## src/rtl/frame_scheduler.sv

```systemverilog
// Multi-frame sequencer: issues one start_sys handshake per frame to the MDCT/IMDCT
// process controller, steps a wrapping buffer address, and supports abort and a watchdog.
module frame_scheduler #(
    parameter int ADDR_W    = 14,
    parameter int CNT_W     = 8,
    parameter int BUF_DEPTH = 16384,
    parameter int TMO_CYC   = 65535
) (
    input  logic              clk_in,
    input  logic              rst_n,
    input  logic              cfg_start,
    input  logic              cfg_abort,
    input  logic [ADDR_W-1:0] cfg_base_addr,
    input  logic [ADDR_W-1:0] cfg_hop,
    input  logic [CNT_W-1:0]  cfg_num_frames,
    input  logic              irq_clr,
    output logic              busy,
    output logic              done_irq,
    output logic              err_timeout,
    output logic              aborted,
    output logic [CNT_W-1:0]  frames_done,
    output logic              start_sys,
    output logic [ADDR_W-1:0] start_music_addr,
    input  logic              start_clr_sys,
    input  logic              intr_sys,
    output logic              intr_clr_sys,
    output logic [2:0]        dbg_state
);

    typedef enum logic [2:0] {
        S_IDLE      = 3'd0,
        S_ISSUE     = 3'd1,
        S_WAIT_DONE = 3'd2,
        S_CLEAR     = 3'd3,
        S_NEXT      = 3'd4,
        S_FINISH    = 3'd5
    } state_t;

    localparam logic [ADDR_W:0] DEPTH_V  = (ADDR_W+1)'(BUF_DEPTH);
    localparam logic [15:0]     WD_LIMIT = 16'(TMO_CYC - 1);

    state_t              state, state_nxt;
    logic [ADDR_W-1:0]   cur_addr, hop_q, next_addr;
    logic [CNT_W-1:0]    num_q, frames_inc;
    logic [ADDR_W:0]     addr_sum;
    logic [15:0]         wd_cnt;
    logic                abort_pend, wd_active, wd_expired, timeout;

    assign busy             = (state != S_IDLE);
    assign start_sys        = (state == S_ISSUE);
    assign intr_clr_sys     = (state == S_CLEAR);
    assign start_music_addr = cur_addr;
    assign dbg_state        = state;
    assign frames_inc       = frames_done + CNT_W'(1);
    assign wd_active        = (state == S_ISSUE) || (state == S_WAIT_DONE) || (state == S_CLEAR);
    assign wd_expired       = (wd_cnt == WD_LIMIT);

    // One extra bit on the sum so base+hop cannot overflow before the wrap test.
    always_comb begin
        addr_sum  = {1'b0, cur_addr} + {1'b0, hop_q};
        next_addr = ADDR_W'((addr_sum >= DEPTH_V) ? (addr_sum - DEPTH_V) : addr_sum);
    end

    always_ff @(posedge clk_in or negedge rst_n) begin
        if (!rst_n) state <= S_IDLE;
        else        state <= state_nxt;
    end

    // A completed handshake takes priority over a watchdog expiry in the same cycle.
    always_comb begin
        state_nxt = state;
        timeout   = 1'b0;
        unique case (state)
            S_IDLE: begin
                if (cfg_start) state_nxt = (cfg_num_frames == '0) ? S_FINISH : S_ISSUE;
            end
            S_ISSUE: begin
                if (start_clr_sys)   state_nxt = S_WAIT_DONE;
                else if (wd_expired) begin timeout = 1'b1; state_nxt = S_IDLE; end
            end
            S_WAIT_DONE: begin
                if (intr_sys)        state_nxt = S_CLEAR;
                else if (wd_expired) begin timeout = 1'b1; state_nxt = S_IDLE; end
            end
            S_CLEAR: begin
                if (!intr_sys)       state_nxt = S_NEXT;
                else if (wd_expired) begin timeout = 1'b1; state_nxt = S_IDLE; end
            end
            S_NEXT: begin
                state_nxt = ((frames_inc == num_q) || abort_pend) ? S_FINISH : S_ISSUE;
            end
            S_FINISH: state_nxt = S_IDLE;
            default:  state_nxt = S_IDLE;
        endcase
    end

    always_ff @(posedge clk_in or negedge rst_n) begin
        if (!rst_n) begin
            cur_addr    <= '0;
            hop_q       <= '0;
            num_q       <= '0;
            frames_done <= '0;
            wd_cnt      <= '0;
            abort_pend  <= 1'b0;
            done_irq    <= 1'b0;
            err_timeout <= 1'b0;
            aborted     <= 1'b0;
        end else begin
            wd_cnt <= (wd_active && (state_nxt == state)) ? wd_cnt + 16'd1 : 16'd0;

            if (state == S_IDLE && cfg_start) begin
                cur_addr    <= cfg_base_addr;
                hop_q       <= cfg_hop;
                num_q       <= cfg_num_frames;
                frames_done <= '0;
                err_timeout <= 1'b0;
                aborted     <= 1'b0;
            end

            if (state == S_NEXT) begin
                frames_done <= frames_inc;
                cur_addr    <= next_addr;
            end

            if (state == S_FINISH) aborted <= abort_pend;
            if (timeout)           err_timeout <= 1'b1;

            if (state == S_FINISH || timeout || state == S_IDLE) abort_pend <= 1'b0;
            else if (cfg_abort)                                  abort_pend <= 1'b1;

            if (state == S_FINISH || timeout) done_irq <= 1'b1;
            else if (irq_clr)                 done_irq <= 1'b0;
        end
    end

endmodule

```

## config.mk

```make
export PLATFORM = sky130hd
export DESIGN_NAME = frame_scheduler
export DESIGN_NICKNAME = d
export VERILOG_FILES = /design/src/rtl/frame_scheduler.sv
export SDC_FILE = /design/constraint.sdc
export NUM_CORES = 1
export LEC_CHECK = 0
export ABC_AREA = 0
export BUFFER_PORTS_ARGS = -buffer_cell sky130_fd_sc_hd__buf_2
export CAP_MARGIN = 20
export CORE_AREA = 3 3 94 96
export DETAILED_ROUTE_END_ITERATION = 7
export DIE_AREA = 0 0 97 99
export PLACE_DENSITY = 0.67
export RECOVER_POWER = 25
export SLEW_MARGIN = 40
export SYNTH_ARGS = -nofsm -noshare
export SYNTH_HDL_FRONTEND = slang
export SYNTH_SLANG_ARGS = --single-unit
```

## constraint.sdc

```tcl
create_clock -name clk_in -period 2.6 [get_ports clk_in]
set_input_delay 0.39 -clock clk_in [delete_from_list [all_inputs] [get_ports clk_in]]
set_output_delay 0.39 -clock clk_in [all_outputs]
set_load 0.005 [all_outputs]
```

# After elaboration in Yosys (flattened, before gate mapping)
# Cells that the tools add are included.
op_classes:
  addsub: 4
  n_lt_le_gt_ge: 1
  n_eq_ne: 8
  muxes: 26
  reduce_logical: 15
op_table:
  columns: ["cell", "n"]
  rows:
  - ["2-to-1 mux 14 bit", 3]
  - ["2-to-1 mux 3 bit", 7]
  - ["adder 16 x 1 -> 16 bit, second input constant", 1]
  - ["== test 16 bit, second input constant", 1]
  - ["2-to-1 mux 16 bit", 1]
  - ["2-to-1 mux 8 bit", 2]
  - ["adder 14 x 14 -> 15 bit", 1]
  - ["greater-or-equal comparator 15 bit, second input constant", 1]
  - ["case mux 3 bit (5 select lines)", 1]
  - ["subtractor 14 x 1 -> 14 bit, second input constant", 1]
  - ["2-to-1 mux 1 bit", 11]
  - ["nonzero test 2 bit", 5]
  - ["adder 8 x 1 -> 8 bit, second input constant", 1]
  - ["== test 8 bit", 1]
  - ["logical NOT 8 bit", 1]
  - ["== test 3 x 2 -> 1 bit, second input constant", 2]
  - ["== test 3 bit, second input constant", 2]
  - ["logical OR 1 bit", 5]
  - ["== test 3 x 1 -> 1 bit, second input constant", 1]
  - ["== test 3 bit", 1]
  - ["logical NOT 3 bit", 1]
  - ["case mux 1 bit (3 select lines)", 1]
  - ["nonzero test 3 bit", 1]
  - ["logical AND 1 bit", 2]
totals:
  ff_bits: 67
  in_bits: 43
  out_inout_bits: 31
  wordCells: 64

# Logic depth before layout (Yosys ltp)
# Gate-level depths: netlist of the first run.
logic_depth:
  depth_word: 8
  ltp_mapped: 8
  ltp_nobuf: 8

# Worst setup path before layout of the first run
# Ideal clock, no wire load.
synth_path:
  kind: "register to register"
  startpoint: "register cur_addr[0] (netlist: start_music_addr[0])"
  endpoint: "register cur_addr[10] (netlist: start_music_addr[10])"
  setup_time_ns: 0.137
  arrival_ns: 1.934
  t_required_ns: 2.463
  path_slack_ns: 0.528
  path_stages_with_launch: 9
  path_buffers: 0
  synth_period_minus_slack_ns: 2.072
  path_cell_list: "dfrtp_1 ha_1 inv_1 fa_1 nor2b_1 o21ai_0 a31o_2 a2111oi_0 nor3_1"
synth_via:
  elab_chain_len: 4
  word_cells_on_any_way: 5
  cone_classes: "2 x add/sub; 1 x order compare; 2 x mux"
synth_lines:
  columns: ["element", "line", "source"]
  rows:
  - ["start, declared", "43", "logic [ADDR_W-1:0] cur_addr, hop_q, next_addr;"]
  - ["start signal, assigned", "112", "cur_addr <= cfg_base_addr;"]
  - ["start signal, assigned", "122", "cur_addr <= next_addr;"]
  - ["adder 14 x 14 -> 15 bit *", "60", "addr_sum = {1'b0, cur_addr} + {1'b0, hop_q};"]
  - ["subtractor 14 x 1 -> 14 bit or greater-or-equal comparator 15 bit (tied branches)", "61", "next_addr = ADDR_W'((addr_sum >= DEPTH_V) ? (addr_sum - DEPTH_V) : addr_sum);"]
  - ["2-to-1 mux 14 bit *", "61", null]
  - ["2-to-1 mux 14 bit *", "120", "if (state == S_NEXT) begin"]
# Every way passes the cells marked *; elsewhere a longest branch is shown, timed or not.
# A chain may end at the register's enable or synchronous reset.

# Worst setup path in the final report of the first run
# Same ends and word-level chain as after synthesis.

==> key figures, run 1 <==
Floorplanning
  • Die W: 97 microns
  • # IOs: 74
  • Rows: 33
  • DIE AREA: between 9000 and 10000 sq um
  • Initial Utilization: 48.0%
  • Core Box Area: 8130 sq um
  • Die H: 99 microns

Global route
  • Vias in the first global route: between 3k and 4k
  • Grt ovf: 0
  • Pin count of the biggest net entering global routing: just over 40
  • Initial antenna violation count: 0
  • Global-route wire length before repair: 16100 microns
  • Gr usage total: 20.5%

Cells and area
  • Commonest non-fill, non-tap cells in the layout: 72 x buf_2, 67 x dfrtp_1, 46 x nand2_1
  • Nets: 548
  • N_diodes: 0
  • Fill count: 724
  • Storage element area: 1680 sq um
  • Area grow syn2layout: 17.9%
  • Post-Layout Cell Count: 598
  • Layout cell share with drive strength beyond 1: 24.5%
  • Most common cell after layout, fill and taps aside: buf_2
  • Core Util, Final: 56.5%
  • Area taken by multi-input logic gates: ~2100 sq um

Clock network
  • Clk sink count: 67
  • CTS H-tree lvls: 3
  • Hold buffers post-CTS: 0
  • CTS Buffer Depth: 2
  • Root buf cell: clkbuf_8
  • Worst-path clk slew: 0.08 ns
  • Postcts setup bufs: 0
  • CTS tree: done
  • TritonCTS Buffers: 9
  • Clk Latency, worst-skew pair: 0.35 ns
  • # resized after CTS: 0

Yosys
  • Mapped Cells: 410
  • Yosys cell types: 63
  • Syn. warnings: 0
  • Mapped cell area: 3900 sq um
  • Synth Net Count: 470
  • Most used DFF post-synth: dfrtp_1
  • Sequential area share after synthesis: 43.0%
  • Avg Cell Area, Syn: 9.52 sq um
  • Async set or reset register ratio after synthesis: 100%
  • Yosys reg bits: 67
  • Number of synthesized flops with an enable pin: 0

Place
  • Inst Count DP: roughly 580
  • Placer Congestion: 0.861
  • DP HPWL: 6860 microns
  • Port buffer count: 73

Power and ir drop
  • P_leak: 2.14 nW
  • Worst VDD drop: 0.713 mV
  • Pwr dens: 1160 nW/um^2

Worst setup path
  • Critical Path RT: 2.82 ns
  • Crit Path Category: reg -> reg
  • CP Capture Type: flop
  • Worst r2r path cells: 8
  • CP max FO: 3
  • R2r setup slk: 0.30 ns
  • Crit Reg-Reg Startpoint: start_music_addr[0]
  • Setup crit start kind: flop
  • Data arrival, critical path: 2.52 ns
  • R2r endpoint: start_music_addr[10]

STA
  • Final period util: between 80% and 90%
  • Post-route minimum period: between 2 and 2.5 ns
  • Unrepaired setup endpoints after global routing: false
  • Final Hold Fails: 0
  • Final setup violation count: 0
  • Peak Freq: 434 MHz
  • Slew of the pin with the lowest slew margin: around 1.6 ns
  • Max Slew Vio Count: 28
  • Rel. slew slack: -9.54%
  • TNS Setup: 0 ns
  • Skew final: 0.00989 ns

Run status
  • Outcome: finished with violations
  • Failing checks: capacitance limit, slew limit

Worst hold path
  • Hold Path Stages: 3
  • Hold Path End: num_q[0]
  • HP Start: cfg_num_frames[0]
  • Hold WC Path Type: in -> reg

Detailed routing
  • Iteration-0 DRC Markers: between 100 and 150
  • # DRC: 0
  • ANT nets after route: 0
  • Via count: 3362
  • DR WL/cell: 15.6 microns
  • Vias per cell: 5.62
  • Final WL: roughly 9300 microns
  • Total iterations of the first detailed-routing run: 4

Run
  • Max-cap viol count: 1
## cells in the mapped netlist, drive strengths merged (6+ instances only)
cell / number / area [sq um]
a211oi: 6 / 45.0
a21oi: 18 / 90.1
buf: 12 / 67.6
dfrtp: 67 / 1680
ha: 16 / 200
inv: 17 / 63.8
mux2: 14 / 158
nand2: 47 / 179
nand3: 19 / 95.1
nor2: 38 / 143
nor3: 7 / 35.0
o21ai: 26 / 134
xnor2: 17 / 149
xor2: 17 / 149
## power by group
group	total, mW	internal, mW	switching [mW]
Combinational	2.80	1.21	1.59
Sequential	1.68	1.40	0.285
Clock	0.870	0.464	0.406
## worst max path at each step
stage	startpoint	end	slack, ns	cells after the start
floorplan	start_music_addr[0]	start_music_addr[10]	0.53	8
global placement	start_music_addr[0]	start_music_addr[10]	0.43	8
detailed placement	start_music_addr[0]	start_music_addr[10]	0.32	8
CTS	start_music_addr[0]	start_music_addr[10]	0.30	8
global route	start_music_addr[0]	start_music_addr[10]	0.07	8
finish	start_music_addr[0]	start_music_addr[10]	0.30	8
## metrics by stage
step	total power, mW	setup slack, ns	instance area (sq um)	hold slack [ns]
after floorplan	3.70	0.528	3900	0.0944
after global placement	4.40	0.430	4410	0.458
after detailed placement	4.46	0.325	4410	0.468
after CTS	5.37	0.299	4600	0.0840
after global routing	5.85	0.0706	4600	0.258
final	5.35	0.298	4600	0.252
## logic make-up (layout without fill, tap and decap cells)
kind of cell / count (synthesis) / count (layout) / synth area share (%)
and+or+nand+nor: 151 / 151 / 19.7
AOI/OAI and AO/OA: 88 / 88 / 14.8
DFF: 67 / 67 / 43.0
xor gates and xnor gates: 34 / 34 / 7.63
buffers and inverters: 34 / 117 / 3.88
muxes: 19 / 19 / 5.32
adders and majority gates: 17 / 17 / 5.64
## state kept, by name (all words and copies together), names as in the netlist, 3 cells and up
name              cells
wd_cnt               16
frames_done           8
num_q                 8
hop_q                14
dbg_state             3
start_music_addr     14
## area by class of cell
type,count,area share [%]
multi-input combinational,309,45.1
sequential,67,36.5
timing repair buffer,84,9.99
clock buffer,11,3.07
tap,105,2.86
inverter,17,1.39
clock inverter,5,1.14
## critical path, stage by stage, from the launching register on
cell and delay (ns):
dfrtp_1 0.38, ha_1 0.18, inv_1 0.06, fa_1 0.40, nor2b_1 0.21, o21ai_0 0.18
a31o_2 0.25, a2111oi_0 0.40, nor3_1 0.11
## metal layers
metal	share of wire (%)	vias to the layer above	track usage, %	wire [microns]
li1	-	1624	-	-
met1	44	1625	26.1	4120
met2	48	98	34.1	4500
met3	5.7	15	5.10	531
met4	1.8	0	7.34	171
met5	0	-	0	0
Power figures use the tool's default switching activity.
==> run 2: changes to the inputs <==
--- a/config.mk
+++ b/config.mk
@@ -8,10 +8,10 @@
 export ABC_AREA = 0
 export BUFFER_PORTS_ARGS = -buffer_cell sky130_fd_sc_hd__buf_2
 export CAP_MARGIN = 20
-export CORE_AREA = 3 3 94 96
+export CORE_AREA = 2 2 87 89
 export DETAILED_ROUTE_END_ITERATION = 7
-export DIE_AREA = 0 0 97 99
-export PLACE_DENSITY = 0.67
+export DIE_AREA = 0 0 89 91
+export PLACE_DENSITY = 0.76
 export RECOVER_POWER = 25
 export SLEW_MARGIN = 40
 export SYNTH_ARGS = -nofsm -noshare
==> key figures, run 2 (synthesis gave the netlist of run 1 again) <==
Worst setup path
  • Crit Reg-Reg Startpoint: start_music_addr[0]
  • Critical Path End: start_music_addr[10]
  • Critical Path RT: ~2.8 ns
  • Worst r2r path cells: 8
  • Max stage delay on crit path: 0.39 ns
  • Critical-path top delay cell: fa_1
  • CP max FO: 3
  • Critical Path Start: start_music_addr[0]
  • R2r setup slk: 0.35 ns
  • CP Capture Type: flop
  • Crit Path Category: reg -> reg
  • Data arrival, critical path: 2.46 ns
  • R2r endpoint: start_music_addr[10]
  • Setup crit start kind: flop
  • CP Cell Sequence: ha_1 -> inv_1 -> fa_1 -> nor2b_1 -> o21ai_0 -> a31o_2 -> a2111oi_0 -> nor3_1

Clock network
  • Worst-path clk slew: 0.08 ns
  • CTS tree: done
  • CTS H-tree lvls: 3
  • TritonCTS Buffers: 9
  • Root buf cell: clkbuf_8
  • # resized after CTS: 0
  • Postcts setup bufs: 0
  • Clk Latency, worst-skew pair: 0.34 ns
  • Clk sink count: 67
  • CTS Buffer Depth: 2

STA
  • Final Hold Fails: 0
  • TNS Setup: 0 ns
  • Slew of the pin with the lowest slew margin: 1.09 ns
  • Final period util: 86.7%
  • Unrepaired setup endpoints after global routing: false
  • Peak Freq: 444 MHz
  • Max Slew Vio Count: 0
  • Final setup violation count: 0
  • Skew final: 0.0106 ns
  • Post-route minimum period: roughly 2.3 ns
  • Rel. slew slack: 27.2%

Cells and area
  • N_diodes: 0
  • Nets: 547
  • Most common cell after layout, fill and taps aside: dfrtp_1
  • Area grow syn2layout: 18.1%
  • Register name with the most flops: wd_cnt
  • Max FFs per register: 16
  • Commonest non-fill, non-tap cells in the layout: 67 x dfrtp_1, 61 x buf_2, 46 x nand2_1
  • Layout cell share with drive strength beyond 1: 22.4%

Power and ir drop
  • Sequential power share: 31.3%
  • Clock Power Share: 19.3%
  • Total chip power: 5.45 mW
  • Sw Share: about two fifths
  • P_leak: 2.12 nW
  • P_sw: 2.25 mW
  • Worst VDD drop: 0.732 mV
  • Pwr dens: 1180 nW/um^2
  • Internal power: 3.20 mW
  • Logic gate share of total power: around half

Worst hold path
  • Hold WC Path Type: in -> reg

Global route
  • Gr usage total: 23.4%
  • Initial antenna violation count: 0
  • Vias in the first global route: 3230
  • Grt ovf: 0
  • Pin count of the biggest net entering global routing: 35
  • Global-route wire length before repair: 14800 microns

Detailed routing
  • Total iterations of the first detailed-routing run: 4
  • Via count: 3310
  • Vias per cell: approximately 5.6
  • ANT nets after route: 0
  • # DRC: 0
  • Iteration-0 DRC Markers: ~160
  • Final WL: about 8800 microns
  • DR WL/cell: 14.9 microns

Floorplanning
  • Core Box Area: just over 7000 sq um
  • Die H: 91 microns
  • Die W: 89 microns
  • Rows: 31
  • Initial Utilization: a little over half
  • # IOs: 74
  • DIE AREA: 8100 sq um

Place
  • Placer Congestion: 0.837
  • Port buffer count: 73
  • DP HPWL: 6410 microns

Run status
  • Outcome: finished, final reports clean

Run
  • Max-cap viol count: 0
run 2: changes by cell type in the layout (fill, tap and decap cells not counted), moves of 2 or more:
cell       change
clkbuf_1       +9
buf_2         -11
buf_4          -2
bufinv_16      +2
run 2: timing repair:
item / CTS / global route
hold buffers: 1 / 0
hold endpoints to repair: 10 / 0
endpoints found under the setup margin: 0 / 0
run 2: critical path, delay by kind of cell, from the launching register on:
family | cells | cell delay [ns]
AO/OA/AOI/OAI | 3 | 0.82
adder cells (fa/ha/maj) | 2 | 0.57
buffers and inverters | 1 | 0.06
flip-flops | 1 | 0.37
AND/OR/NAND/NOR | 2 | 0.30
run 2: area by class of cell:
type                    instances  area, sq um
flip-flops and latches         67         1680
fillers                       627         2530
well taps                      99          124
clock inverters                 7          116
inverters                      17         63.8
multi-input cells             309         2080
clock buffers                   9          124
repair buffers                 83          425
run 2: how the worst min path moves through the flow:
stage,from,endpoint,cells past startpoint
2_1_floorplan,rst_n,abort_pend,0
3_3_place_gp,rst_n,frames_done[2],1
3_5_place_dp,rst_n,frames_done[2],1
4_1_cts,cfg_num_frames[2],num_q[2],3
5_1_grt,cfg_hop[3],hop_q[3],2
6_report,cfg_num_frames[2],num_q[2],3
run 2: layer usage:
layer,vias up,track usage (%),share of wire (%)
met1,1594,31.7,46
li1,1617,-,-
met2,87,37.0,48
met5,-,0,0
met3,12,4.36,4.5
met4,0,8.71,1.7
run 2: per-stage QoR:
| stage | instance area (sq um) | hold slack, ns | setup WS (ns) | instances | utilization (%) |
|---|---|---|---|---|---|
| after floorplan | 3900 | 0.0944 | 0.528 | 410 | - |
| after global routing | 4610 | 0.273 | 0.146 | 591 | 64.5 |
| final | 4610 | 0.259 | 0.346 | 591 | 64.5 |
| after global placement | 4370 | 0.372 | 0.443 | 574 | 61.2 |
| after detailed placement | 4370 | 0.371 | 0.375 | 574 | 61.3 |
| after CTS | 4620 | 0.250 | 0.360 | 591 | 64.8 |
run 2: power groups by stage:
stage,sequential [mW],combinational [mW],clock (mW)
after floorplan,1.66,2.04,0
after global placement,1.70,2.63,0
after detailed placement,1.72,2.69,0
after CTS,1.71,2.71,1.07
after global routing,1.77,3.03,1.12
final,1.71,2.69,1.05
==> run 3: changes to the inputs <==
--- a/config.mk
+++ b/config.mk
@@ -11,9 +11,9 @@
 export CORE_AREA = 2 2 87 89
 export DETAILED_ROUTE_END_ITERATION = 7
 export DIE_AREA = 0 0 89 91
+export GPL_TIMING_DRIVEN = 0
 export PLACE_DENSITY = 0.76
 export RECOVER_POWER = 25
-export SLEW_MARGIN = 40
 export SYNTH_ARGS = -nofsm -noshare
 export SYNTH_HDL_FRONTEND = slang
 export SYNTH_SLANG_ARGS = --single-unit
==> key figures, run 3 (synthesis gave the netlist of run 1 again) <==
Worst setup path
  • Data arrival, critical path: 2.55 ns
  • CP Cell Sequence: buf_2 -> nor3b_2 -> nor2_1 -> clkbuf_1 -> a22oi_1 -> nand3_1
  • Crit Reg-Reg Startpoint: dbg_state[1]
  • Worst r2r path cells: 6
  • Setup crit start kind: flop
  • CP max FO: 10
  • Worst Path Buf+Inv: 2
  • R2r endpoint: start_music_addr[6]
  • Number of stages on the worst setup path: 6
  • CP Capture Type: flop
  • Crit Path Category: reg -> reg
  • Critical Path RT: 2.81 ns
  • Critical-path top delay cell: nor3b_2
  • Critical path's top delay family: simple AND/OR/NAND/NOR gates
  • Max stage delay on crit path: 0.66 ns
  • R2r setup slk: 0.26 ns

Power and ir drop
  • Clock Power Share: 17.5%
  • P_leak: 2.15 nW
  • Sequential power share: 31.4%
  • Internal power: ~3.2 mW
  • Sw Share: 41.7%
  • P_sw: 2.26 mW
  • Logic gate share of total power: 51.1%
  • Pwr dens: 1180 nW/um^2
  • Worst VDD drop: around 0.8 mV
  • Total chip power: between 5 and 6 mW

Floorplanning
  • Initial Utilization: 54.7%
  • Rows: 31
  • Die W: 89 microns
  • Die H: 91 microns
  • # IOs: 74
  • Core Box Area: 7140 sq um
  • DIE AREA: 8100 sq um

STA
  • Final setup violation count: 0
  • TNS Setup: 0 ns
  • Peak Freq: 428 MHz
  • Slew of the pin with the lowest slew margin: 1.67 ns
  • Unrepaired setup endpoints after global routing: false
  • Final worst setup slack: 0.265 ns
  • Final period util: 89.8%
  • Skew final: 0.00880 ns
  • Final Hold Fails: 0
  • Rel. slew slack: -11.4%
  • Post-route minimum period: approximately 2.3 ns
  • Max Slew Vio Count: 68

Cells and area
  • Fill count: 633
  • Post-Layout Cell Count: slightly below 600
  • Layout cell share with drive strength beyond 1: 24.1%
  • Most common cell after layout, fill and taps aside: buf_2
  • Register name with the most flops: wd_cnt
  • Commonest non-fill, non-tap cells in the layout: 81 x buf_2, 67 x dfrtp_1, 46 x nand2_1
  • Max FFs per register: 16
  • Nets: roughly 550
  • Area grow syn2layout: 17.9%
  • N_diodes: 0

Global route
  • Pin count of the biggest net entering global routing: between 60 and 70
  • Global-route wire length before repair: 15500 microns
  • Gr usage total: 24.5%
  • Grt ovf: 0
  • Initial antenna violation count: 0
  • Vias in the first global route: 3352

Clock network
  • # resized after CTS: 0
  • Hold buffers post-CTS: 0
  • Worst-path clk slew: around 0.070 ns
  • Postcts setup bufs: 0
  • CTS H-tree lvls: 3
  • CTS Buffer Depth: 2
  • TritonCTS Buffers: 9
  • CTS tree: done
  • Clk Latency, worst-skew pair: 0.34 ns
  • Clk sink count: 67
  • Root buf cell: clkbuf_8

Place
  • Pre-CTS setup slack: 0.312 ns
  • DP HPWL: 6520 microns
  • Placer Congestion: 0.875
  • Inst Count DP: 582
  • Port buffer count: 73

Worst hold path
  • Hold WC Path Type: in -> reg
  • Hold Path End: num_q[0]
  • Hold Path Stages: 3
  • HP Start: cfg_num_frames[0]

Detailed routing
  • Iteration-0 DRC Markers: 159
  • Via count: 3402
  • Vias per cell: 5.70
  • DR WL/cell: 15.4 microns
  • # DRC: 0
  • Total iterations of the first detailed-routing run: 4
  • Final WL: 9220 microns
  • ANT nets after route: 0

Run
  • Max-cap viol count: 1

Run status
  • Outcome: finished with violations
  • Failing checks: capacitance limit, slew limit
==> run 3: changes by cell type in the layout (fill, tap and decap cells not counted), moves of 2 or more <==
cell	before	now
clkinv_2	2	0
buf_2	61	81
clkbuf_1	11	7
buf_4	8	1
==> run 3: worst max path at each step <==
| stage | startpoint | endpoint | slack, ns |
|---|---|---|---|
| global placement | start_music_addr[0] | start_music_addr[10] | 0.31 |
| detailed placement | dbg_state[1] | start_music_addr[6] | 0.31 |
| global route | start_music_addr[0] | start_music_addr[10] | 0.04 |
| finish | dbg_state[1] | start_music_addr[6] | 0.26 |
| CTS | dbg_state[1] | start_music_addr[6] | 0.30 |
| floorplan | start_music_addr[0] | start_music_addr[10] | 0.53 |
==> run 3: cell type report <==
type	instances	area, sq um	share of cell area (%)
Buffer	17	87.6	1.90
Clock inverter	2	60.1	1.31
Sequential cell	67	1680	36.4
Clock buffer	13	149	3.24
Inverter	17	63.8	1.39
Timing Repair Buffer	73	365	7.94
Multi-Input combinational cell	309	2070	45.1
Tap cell	99	124	2.69
==> run 3: power groups by stage <==
stage / Sequential, mW / Combinational [mW] / Clock (mW)
after CTS: 1.70 / 2.75 / 0.962
after global placement: 1.70 / 2.66 / 0
after detailed placement: 1.72 / 2.73 / 0
after floorplan: 1.66 / 2.04 / 0
after global routing: 1.76 / 3.11 / 1.02
final: 1.70 / 2.77 / 0.947
==> run 3: tightest hold or removal path, cell delays in order <==
cell	delay, ns
buf_2	0.09
nand2_1	0.04
nand2_1	0.04
==> run 3: metrics by stage <==
| stage | utilization (%) | hold slack, ns | area [sq um] |
|---|---|---|---|
| after detailed placement | 61.6 | 0.464 | 4390 |
| after global routing | 64.5 | 0.240 | 4600 |
| after CTS | 64.5 | 0.182 | 4600 |
| after floorplan | - | 0.0944 | 3900 |
| after global placement | 61.5 | 0.463 | 4390 |
| final | 64.5 | 0.250 | 4600 |
==> run 3: metal layers <==
metal,wire (microns),track usage (%)
met1,4100,32.8
met2,4470,38.1
met3,518,6.91
met4,126,8.21
met5,0,0
